[config.mk]
export PLATFORM = sky130hd
export DESIGN_NAME = count_commander_flat
export DESIGN_NICKNAME = d
export VERILOG_FILES = /design/src/rtl/count_cmd_pkg.sv /design/src/rtl/count_cmd_if.sv /design/src/rtl/count_cmd_table.sv /design/src/rtl/count_commander.sv /design/src/flat_wrapper.sv
export SDC_FILE = /design/constraint.sdc
export NUM_CORES = 1
export LEC_CHECK = 0
export CAP_MARGIN = 10
export CORE_UTILIZATION = 65
export CTS_CLUSTER_SIZE = 8
export DETAILED_ROUTE_END_ITERATION = 8
export DONT_BUFFER_PORTS = 1
export GPL_TIMING_DRIVEN = 0
export PLACE_DENSITY_LB_ADDON = 0.2
export SLEW_MARGIN = 20
export SYNTH_ARGS = -nofsm -noshare
export SYNTH_HDL_FRONTEND = slang
export SYNTH_HIERARCHICAL = 1
export SYNTH_SLANG_ARGS = --single-unit
[constraint.sdc]
create_clock -name clk -period 3.4 [get_ports clk]
set_clock_uncertainty 0.05 [all_clocks]
set_input_delay 0.68 -clock clk [delete_from_list [all_inputs] [get_ports clk]]
set_output_delay 0.68 -clock clk [all_outputs]
set_load 0.005 [all_outputs]
[src/rtl/count_cmd_pkg.sv]
// Shared types and constants for the count commander block.
package count_cmd_pkg;

  localparam int TBL_DEPTH = 8;
  localparam int TBL_AW    = 3;
  localparam int DW        = 4;
  localparam int BLANK     = 3;
  localparam int TIMEOUT   = 24;
  localparam int TMO_W     = 5;

  typedef enum logic [2:0] {
    IDLE,
    ISSUE,
    WAIT,
    NEXT,
    DONE,
    ERR
  } state_t;

endpackage

[src/rtl/count_cmd_if.sv]
// Control, configuration and responder handshake bundle for count_commander.
interface count_cmd_if;
  import count_cmd_pkg::*;

  logic              start;
  logic              loop_en;
  logic              cfg_we;
  logic [TBL_AW-1:0] cfg_addr;
  logic [DW-1:0]     cfg_data;
  logic [TBL_AW-1:0] cfg_last;
  logic              ini;
  logic [DW-1:0]     ent;
  logic [DW-1:0]     sal;
  logic              busy;
  logic              done;
  logic              err;
  logic [TBL_AW-1:0] step_idx;

  modport master (
    output start, loop_en, cfg_we, cfg_addr, cfg_data, cfg_last, sal,
    input  ini, ent, busy, done, err, step_idx
  );

  modport slave (
    input  start, loop_en, cfg_we, cfg_addr, cfg_data, cfg_last, sal,
    output ini, ent, busy, done, err, step_idx
  );

endinterface

[src/rtl/count_cmd_table.sv]
// 8x4 target table: one synchronous write port, one combinational read port.
module count_cmd_table
  import count_cmd_pkg::*;
(
  input  logic              clk,
  input  logic              rst,
  input  logic              we,
  input  logic [TBL_AW-1:0] waddr,
  input  logic [DW-1:0]     wdata,
  input  logic [TBL_AW-1:0] raddr,
  output logic [DW-1:0]     rdata
);

  logic [DW-1:0] mem [TBL_DEPTH];

  // Storage update: reset clears every entry, otherwise commit the write strobe.
  always_ff @(posedge clk) begin
    if (rst) begin
      for (int i = 0; i < TBL_DEPTH; i++) begin
        mem[i] <= '0;
      end
    end else if (we) begin
      mem[waddr] <= wdata;
    end
  end

  assign rdata = mem[raddr];

endmodule

[src/rtl/count_commander.sv]
// Sequencer that issues table targets to a counting responder and waits for
// the responder's count to reach each target, with blanking and timeout.
module count_commander
  import count_cmd_pkg::*;
(
  input logic        clk,
  input logic        rst,
  count_cmd_if.slave bus
);

  state_t            state;
  state_t            state_nxt;
  logic [TBL_AW-1:0] step_q;
  logic [TBL_AW-1:0] step_nxt;
  logic [TBL_AW-1:0] last_q;
  logic [TBL_AW-1:0] last_nxt;
  logic              loop_q;
  logic              loop_nxt;
  logic [TMO_W-1:0]  tmo_q;
  logic [TMO_W-1:0]  tmo_nxt;
  logic [DW-1:0]     sal_meta;
  logic [DW-1:0]     sal_sync;
  logic [DW-1:0]     tbl_rd;
  logic              tbl_we;

  // Writes only land while idle, so a running sequence never sees its table change.
  assign tbl_we = bus.cfg_we && (state == IDLE);

  count_cmd_table u_table (
    .clk   (clk),
    .rst   (rst),
    .we    (tbl_we),
    .waddr (bus.cfg_addr),
    .wdata (bus.cfg_data),
    .raddr (step_q),
    .rdata (tbl_rd)
  );

  // Two-flop synchronizer for the asynchronous responder count.
  always_ff @(posedge clk) begin
    if (rst) begin
      sal_meta <= '0;
      sal_sync <= '0;
    end else begin
      sal_meta <= bus.sal;
      sal_sync <= sal_meta;
    end
  end

  // State, step index, latched configuration and timeout counter registers.
  always_ff @(posedge clk) begin
    if (rst) begin
      state  <= IDLE;
      step_q <= '0;
      last_q <= '0;
      loop_q <= 1'b0;
      tmo_q  <= '0;
    end else begin
      state  <= state_nxt;
      step_q <= step_nxt;
      last_q <= last_nxt;
      loop_q <= loop_nxt;
      tmo_q  <= tmo_nxt;
    end
  end

  // Next-state logic; a match at the final timeout cycle still wins over ERR,
  // and ERR begins once the counter would reach TIMEOUT.
  always_comb begin
    state_nxt = state;
    step_nxt  = step_q;
    last_nxt  = last_q;
    loop_nxt  = loop_q;
    tmo_nxt   = tmo_q;
    case (state)
      IDLE: begin
        if (bus.start) begin
          step_nxt  = '0;
          last_nxt  = bus.cfg_last;
          loop_nxt  = bus.loop_en;
          state_nxt = ISSUE;
        end
      end
      ISSUE: begin
        tmo_nxt   = '0;
        state_nxt = WAIT;
      end
      WAIT: begin
        tmo_nxt = tmo_q + TMO_W'(1);
        if ((tmo_q >= TMO_W'(BLANK)) && (sal_sync == tbl_rd)) begin
          state_nxt = NEXT;
        end else if (tmo_q == TMO_W'(TIMEOUT - 1)) begin
          state_nxt = ERR;
        end
      end
      NEXT: begin
        if (step_q < last_q) begin
          step_nxt  = step_q + TBL_AW'(1);
          state_nxt = ISSUE;
        end else if (loop_q) begin
          step_nxt  = '0;
          state_nxt = ISSUE;
        end else begin
          state_nxt = DONE;
        end
      end
      DONE:    state_nxt = IDLE;
      ERR:     state_nxt = ERR;
      default: state_nxt = IDLE;
    endcase
  end

  assign bus.ini      = (state == ISSUE);
  assign bus.ent      = ((state == ISSUE) || (state == WAIT)) ? tbl_rd : '0;
  assign bus.busy     = (state != IDLE);
  assign bus.done     = (state == DONE);
  assign bus.err      = (state == ERR);
  assign bus.step_idx = step_q;

endmodule

[src/flat_wrapper.sv]
// flat-port wrapper written by rule: the top's interface ports become plain ports
module count_commander_flat import count_cmd_pkg::*;
  (clk, rst, bus_start, bus_loop_en, bus_cfg_we, bus_cfg_addr, bus_cfg_data, bus_cfg_last, bus_sal, bus_ini, bus_ent, bus_busy, bus_done, bus_err, bus_step_idx);
  count_cmd_if bus_i ();
  input logic clk;
  input logic rst;
  input wire logic [$bits(bus_i.start)-1:0] bus_start;
  input wire logic [$bits(bus_i.loop_en)-1:0] bus_loop_en;
  input wire logic [$bits(bus_i.cfg_we)-1:0] bus_cfg_we;
  input wire logic [$bits(bus_i.cfg_addr)-1:0] bus_cfg_addr;
  input wire logic [$bits(bus_i.cfg_data)-1:0] bus_cfg_data;
  input wire logic [$bits(bus_i.cfg_last)-1:0] bus_cfg_last;
  input wire logic [$bits(bus_i.sal)-1:0] bus_sal;
  output wire logic [$bits(bus_i.ini)-1:0] bus_ini;
  output wire logic [$bits(bus_i.ent)-1:0] bus_ent;
  output wire logic [$bits(bus_i.busy)-1:0] bus_busy;
  output wire logic [$bits(bus_i.done)-1:0] bus_done;
  output wire logic [$bits(bus_i.err)-1:0] bus_err;
  output wire logic [$bits(bus_i.step_idx)-1:0] bus_step_idx;
  assign bus_i.start = bus_start;
  assign bus_i.loop_en = bus_loop_en;
  assign bus_i.cfg_we = bus_cfg_we;
  assign bus_i.cfg_addr = bus_cfg_addr;
  assign bus_i.cfg_data = bus_cfg_data;
  assign bus_i.cfg_last = bus_cfg_last;
  assign bus_i.sal = bus_sal;
  assign bus_ini = bus_i.ini;
  assign bus_ent = bus_i.ent;
  assign bus_busy = bus_i.busy;
  assign bus_done = bus_i.done;
  assign bus_err = bus_i.err;
  assign bus_step_idx = bus_i.step_idx;
  count_commander u_core (.clk(clk), .rst(rst), .bus(bus_i));
endmodule
Word-level counts from Yosys, hierarchy flattened
Memory sizes are Yosys's and may differ from the RTL's. A register that Yosys moved wholly into a read port is not among the register bits.
Index checks and enable logic that the tools add are counted.
{"block": "classes", "addsub": 2, "eq_ne": 10, "order_cmp": 2, "muxes": 22, "n_reduce_logical": 11}
{"operator": "3-bit two-way mux", "n": 11}
{"operator": "3-bit case mux with 5 select lines", "n": 1}
{"operator": "5-bit case mux with 2 select lines", "n": 1}
{"operator": "4-bit two-way mux", "n": 2}
{"operator": "3-bit by 2-bit equality test with 1-bit output (second input constant)", "n": 2}
{"operator": "3-bit equality test (second input constant)", "n": 2}
{"operator": "1-bit two-way mux", "n": 6}
{"operator": "3-bit by 1-bit inequality test with 1-bit output (second input constant)", "n": 2}
{"operator": "3-bit case mux with 2 select lines", "n": 1}
{"operator": "5-bit by 1-bit adder with 5-bit output (second input constant)", "n": 1}
{"operator": "5-bit equality test (second input constant)", "n": 1}
{"operator": "5-bit by 2-bit >= comparator with 1-bit output (second input constant)", "n": 1}
{"operator": "4-bit equality test", "n": 1}
{"operator": "2-bit AND reduction", "n": 2}
{"operator": "2-bit nonzero test", "n": 2}
{"operator": "4-bit OR reduction", "n": 1}
{"operator": "3-bit by 1-bit adder with 3-bit output (second input constant)", "n": 1}
{"operator": "3-bit by 1-bit equality test with 1-bit output (second input constant)", "n": 1}
{"operator": "3-bit zero test", "n": 1}
{"operator": "3-bit < comparator", "n": 1}
{"operator": "3-bit AND reduction", "n": 1}
{"operator": "3-bit nonzero test", "n": 1}
{"operator": "1-bit logical AND", "n": 2}
{"operator": "2-bit inequality test (second input constant)", "n": 1}
{"operator": "1-bit logical OR", "n": 1}
{"block": "totals", "input_bits": 19, "word_cells": 55, "output_inout_bits": 11, "mem_bits_rw": 32, "memories": 1, "regBits": 23}
{"memory": "u_core.u_table.mem", "words": 8, "word_bits": 4, "read_ports": 1, "rd_ports_with_merged_regs": 1, "wr": 8, "line": "count_cmd_table.sv:14", "text": "logic [DW-1:0] mem [TBL_DEPTH];"}

Depth between registers and ports, before layout
{"block": "depth", "ltp_word": 7, "ltp_mapped": 8}

By module
Netlist, hierarchy kept.
{"mod": "count_cmd_table", "n_inst": 1, "cells_per_inst": 103, "area_each_um2": 1534.0}
{"mod": "count_commander", "n_inst": 1, "cells_per_inst": 143, "area_each_um2": 1197.4}

Least setup slack after synthesis
OpenSTA, ideal clock, no wires.
{"block": "synth_path", "path_kind": "register -> register", "from": "register u_core.step_q[0] (netlist: u_core/bus.step_idx[0])", "to": "register u_core.state[2]", "period_less_slack_ps": 2375, "slack_ps": 1025, "setup_time_ps": 132, "arrival_time_ps": 2193, "stages_incl_launch_ff": 9, "path_buffers": 1, "cell_sequence": "dfxtp_1 buf_6 mux4_1 mux2_2 xor2_1 o41ai_1 nor2_1 o21ai_1 a21oi_1"}
{"block": "synth_via", "elab_chain_len": 3}
{"item": "start: declaration", "line": "count_commander.sv:13", "text": "logic [TBL_AW-1:0] step_q;"}
{"item": "start signal: assignment", "line": "count_commander.sv:60", "text": "step_q <= step_nxt;"}
{"item": "3-bit < comparator", "line": "count_commander.sv:97", "text": "if (step_q < last_q) begin"}
{"item": "3-bit two-way mux", "line": "count_commander.sv:97"}
{"item": "3-bit case mux with 5 select lines", "line": "count_commander.sv:75", "text": "case (state)"}
{"item": "end signal: assignment", "line": "count_commander.sv:59", "text": "state <= state_nxt;"}
{"item": "end: declaration", "line": "count_commander.sv:11", "text": "state_t state;"}
Every way passes these cells.
A chain may end at the register's enable or synchronous reset.

==> run metrics <==
Synth Area per Inst=11.10 um2; startpoint types=flip-flop; Die ar.=0.004466 mm2; Top Family by Delay on Critical Path=multiplexers; initial core utilization=67.80%; PortBufs=0; clk sink count=55; mean routed wirelength per cell=16.86 um; Crit path largest cell delay=580 ps; largest net degree at the start of global routing=17; maximum capacitance violations=0; P per Cell Area=440.7 mW/mm2; Row Count=23; final critical-path share of the clock period=81.25%; Hold Crit Class=reg -> reg; placed cell count=296; post-route ant nets=0; Worst Tran Pin Value=565.7 ps; Worst R2R Path Depth=8; Synth area leader=edfxtp_1; top-area cell type share of the netlist area=35.18%; stages on the worst setup path=4; Die Span Y=66.83 um; worst path required time=2670 ps; slowest cell on the critical path=mux4_1; Power Total=1269 uW; final non-filler cell total=304; Clk Tree Root Cell=clkbuf_8; first-pass GRT wire length=7.914 mm; Top FF cell, synth=edfxtp_1; FF+latch area=0.001421 mm2; cts hold-fix bufs=0; grt total ovfl=0; worst-skew pair later-pin latency=300 ps; crit path DAT=2030 ps; antenna violations before repair=0; Post-synth EDFFs=32; syn nets=269; Worst-path clk slew=90 ps; routability congestion estimate=0.7976; Min-Delay Path Depth=1; Final nets=276; fillers=326; Via density=6.217; most common cell after layout, fill and taps aside=nor3_1; Total Neg Setup Slack=0 ps; CP Buf/Inv Count=1; layout cells sized above 1=11.02%; Iteration-0 DRC Markers=110; Post-Syn Area=0.002731 mm2; post-CTS setup buffers=0; Layout Utilization=71.46%; status=complete, no violations; ys async rst share=0%; cts repair resizes=0; Slew HR=62.08%; Max Clk Rate=362.0 MHz; critical path cell sequence=buf_6 -> mux4_1 -> mux2_2 -> and2_1; drc violations=0; H-tree Lvls=2; crit path max fanout=8; YS warnings=6; drt pass-1 iters=4; Core Area=0.004029 mm2; vias in the first global route=1776; fin crit period=2762 ps; Pleak=0.001023 uW; FF+latch count, synth=55; nature of the critical path endpoint=output pin; most frequent cells in the layout=nor3_1 (36), edfxtp_1 (32), dfxtp_1 (23), nand2_1 (17), a21oi_1 (14); drt total wl=5.125 mm; Slew Viols, Final=0; Ant. Diodes=0; Mapped Cells=246; number of I/O pins=30; Seq/Total Area, Yosys=52.04%; top post-synthesis cells by area=edfxtp_1 (35%), dfxtp_1 (17%), mux4_1 (7.7%); Hold Vio Cnt, Final=0; Global Route Usage Sum=24.53%; CTS tree=yes; vias after detailed routing=1890; maximum clock path buffer count=2; Final setup viols=0; TritonCTS Buffers=5; Layout area overhead=5.405%; Multi-input gate area=0.001180 mm2; maximum vdd ir drop=296.0 uV; die width=66.83 um; final hold slack=384.6 ps; kind of critical path=reg -> out; post-synth cell types=50; RSZ-0062 raised after global routing=no; post-DP HPWL=3.724 mm
-- metrics by stage --
step / cell area (um2) / setup slack (ps)
finish: 2879 / 637.6
detailed placement: 2794 / 727.9
floorplan: 2731 / 1025
global placement: 2794 / 738.5
CTS: 2879 / 627.4
global route: 2879 / 575.4
-- flip-flops by register name, indices dropped and copies added, names as in the netlist --
name / flops
u_core/u_table/mem: 32
u_core/tmo_q: 5
u_core/sal_meta: 4
u_core/sal_sync: 4
u_core/bus.step_idx: 3
u_core/last_q: 3
u_core/state: 3
u_core/loop_q: 1
-- worst reg2reg max path, stage by stage (launching register included) --
cell     delay, ps
dfxtp_1        480
buf_6          190
mux4_1         590
mux2_2         310
xor2_1         180
o41ai_1        470
nor2_1          90
o21ai_1        130
a21oi_1         80
-- report_power, final --
part           switching [uW]  internal, uW
clock network             201           144
registers                16.3           735
logic                     108          65.1
total                     325           944
-- path summary, 6_finish.rpt --
path / slack, ps / startpoint / endpoint
max: 640 / u_core/bus.step_idx[0] / bus_ent[3]
max reg2reg: 710 / u_core/bus.step_idx[0] / u_core/state[2]
min reg2reg: 380 / u_core/sal_meta[1] / u_core/sal_sync[1]
min: 380 / u_core/sal_meta[1] / u_core/sal_sync[1]
-- kinds of logic after synthesis --
family,Yosys count,share of synthesized area (%)
xor+xnor,4,1.283
buf+inv,26,4.764
simple gates,102,20.39
fa+ha+maj,4,1.832
flops,55,52.04
mux,13,9.711
compound gates,42,9.987
-- final cells by class --
cell class	count	share of cell area, %
flip-flops and latches	55	49.37
multi-input cells	165	40.98
plain buffers	16	3.216
clock buffers	6	2.521
well taps	50	2.173
inverters	10	1.304
clock inverters	2	0.4346
-- synthesized netlist by cell type, types with 2 or more instances --
| cell | instances |
|---|---|
| buf_1 | 2 |
| mux2_2 | 4 |
| mux4_1 | 8 |
| nand3_1 | 6 |
| ha_1 | 4 |
| o21bai_1 | 8 |
| a21o_1 | 2 |
| nand3b_1 | 3 |
| inv_1 | 6 |
| xor2_1 | 4 |
| o21ai_1 | 2 |
| nor2_1 | 7 |
| nor3_2 | 2 |
| nor2b_1 | 11 |
| clkbuf_1 | 5 |
| buf_2 | 4 |
| dfxtp_1 | 23 |
| and2_1 | 5 |
| clkinv_1 | 4 |
| o21ai_0 | 6 |
| nand2b_1 | 2 |
| buf_6 | 3 |
| a41oi_1 | 2 |
| a21oi_1 | 14 |
| nor3b_1 | 2 |
| nor3_1 | 36 |
| nand2_1 | 17 |
| edfxtp_1 | 32 |
-- metal layers --
metal,up-vias,share of wire [%],GRT usage (%)
li1,927,-,-
met1,902,44,28.11
met2,55,51,45.33
met3,6,4.2,5.137
met4,0,0.72,7.181
met5,-,0,0
No activity file was read; power rests on OpenSTA's default activity.
==> patch, RTL diff (config.mk and constraints unchanged) <==
The 6 states of `state_t` get a one-hot encoding in 6 bits.
--- a/src/rtl/count_cmd_pkg.sv
+++ b/src/rtl/count_cmd_pkg.sv
@@ -8,13 +8,13 @@
   localparam int TIMEOUT   = 24;
   localparam int TMO_W     = 5;
 
-  typedef enum logic [2:0] {
-    IDLE,
-    ISSUE,
-    WAIT,
-    NEXT,
-    DONE,
-    ERR
+  typedef enum logic [5:0] {
+    IDLE  = 6'b000001,
+    ISSUE = 6'b000010,
+    WAIT  = 6'b000100,
+    NEXT  = 6'b001000,
+    DONE  = 6'b010000,
+    ERR   = 6'b100000
   } state_t;
 
 endpackage
Behaviour: same outputs for any inputs over 10 cycles, from zero or initial values and one cycle with rst high; not proved beyond that.
==> patch against the unedited design <==
Critical path depth stayed put; global-route usage grew 0.14 points; area after synthesis increased by 3.8%; final area rose by 7.1%; sequential cell count is 3 higher; worst setup slack worse by 0.0063 ns; register-to-register slack better by 0.15 ns; total power up 23%; routed wire length about the same.
==> patch: results (changes against the unedited design) <==
### Route
* 2230 microns — Metal-1 WL, -0.36%
* 1,888 — detailed-route via count, -0.11%
* 2530 microns — detailed route wirelength on metal2, -4.0%
* 119 — violation count after the first detailed-route iteration, +8.2%
* 295 microns — metal3 WL, +37%
* 16.7 microns — routed len/inst, -1.1%

### Pwr
* 0.588 mW — power in the clock group, +70%
* 11.2% — logic gate share of total power, -2.4 points
* 37.8% — clock share of power, +11 points
* 324 uV — peak supply drop, +9.6%
* 1.12 nW — static power due to leakage, +9.8%
* 0.377 mW — Switching Power, +16%

### Place
* 291 — Placed Instances, -1.7%
* 0.882 ns — pre-CTS WS, +0.154 ns
* 0.791 — last weighted congestion value of the routability-driven placer, -0.85%
* 2900 sq um — placed inst area, +3.8%

### Synthesis
* sky130_fd_sc_hd__edfxtp_1 34%, sky130_fd_sc_hd__dfxtp_1 18%, sky130_fd_sc_hd__mux4_1 7.4% — dominant cells by area after synthesis
* 1.24% — area share of xor/xnor cells in the synthesized design, -0.048 points
* 11.8 sq um — synthesized area divided by synthesized cell count, +6.0%
* 51 — number of distinct standard cells referenced by the synthesized netlist, +2.0%
* 8.65% — area fraction in compound gates after synthesis, -1.3 points
* 35 x sky130_fd_sc_hd__nor3_1, 32 x sky130_fd_sc_hd__edfxtp_1, 26 x sky130_fd_sc_hd__dfxtp_1, 12 x sky130_fd_sc_hd__nor2_1, 11 x sky130_fd_sc_hd__nor2b_1 — Commonest cells post-synth
* 1.76% — post-synthesis share of cell area spent on full adders, half adders and majority gates, -0.068 points
* 52.2% — register area share after synthesis, +0.19 points
* 11.1% — share of cell area taken by muxes after synthesis, +1.4 points

### Clock tree
* 9 — number of buffers created by CTS, +4
* 3 — CTS H-tree depth, +1
* 0.33 ns — clock latency reported for the late side of the worst-skew pair, +0.03 ns

### Global routing
* 7.67% — met3 track utilization from global routing, +2.5 points
* 39.3% — met2 track demand over resource in global routing, -6.0 points
* 8010 microns — global-route wire length before repair, +1.2%
* 1,729 — vias in the first global route, -2.6%
* 30.6% — met1 global-route usage, +2.5 points
* 12 — pin count of the biggest net entering global routing, -5

### Finish
* 307 — final std cells w/o fill, +0.99%
* 275 — net total in the final layout, -0.36%
* 13.2% — share of layout cells above drive strength 1, +2.2 points

### Timing
* 59.8% — Max-slew headroom, -2.3 points

### Status
* finished, final reports clean — result of the run

==> patch: path summary, 6_finish.rpt <==
check	start	endpoint	slack, ns	depth (start not counted)
worst max-delay path	u_core/bus.step_idx[0]	bus_ent[3]	0.63	4
worst min-delay path	u_core/sal_meta[2]	u_core/sal_sync[2]	0.39	1
worst max register to register	u_core/state[0]	u_core/u_table/mem[6][2]	0.86	5
worst min register to register	u_core/sal_meta[2]	u_core/sal_sync[2]	0.39	1
==> patch: cell type report <==
type                       instances  area [sq um]
buffer                            12          71.3
clock buffer                      10           128
clock inverter                     6          57.6
fill                             298          1000
inverter                           8          30.0
multi-input combinational        163          1250
sequential                        58          1480
tap                               50          62.6
==> patch: worst max-delay path: stages, from the launching register on <==
cell,delay (ns)
sky130_fd_sc_hd__dfxtp_1,0.45
sky130_fd_sc_hd__buf_6,0.19
sky130_fd_sc_hd__mux4_1,0.60
sky130_fd_sc_hd__mux2_2,0.31
sky130_fd_sc_hd__nor2b_1,0.16
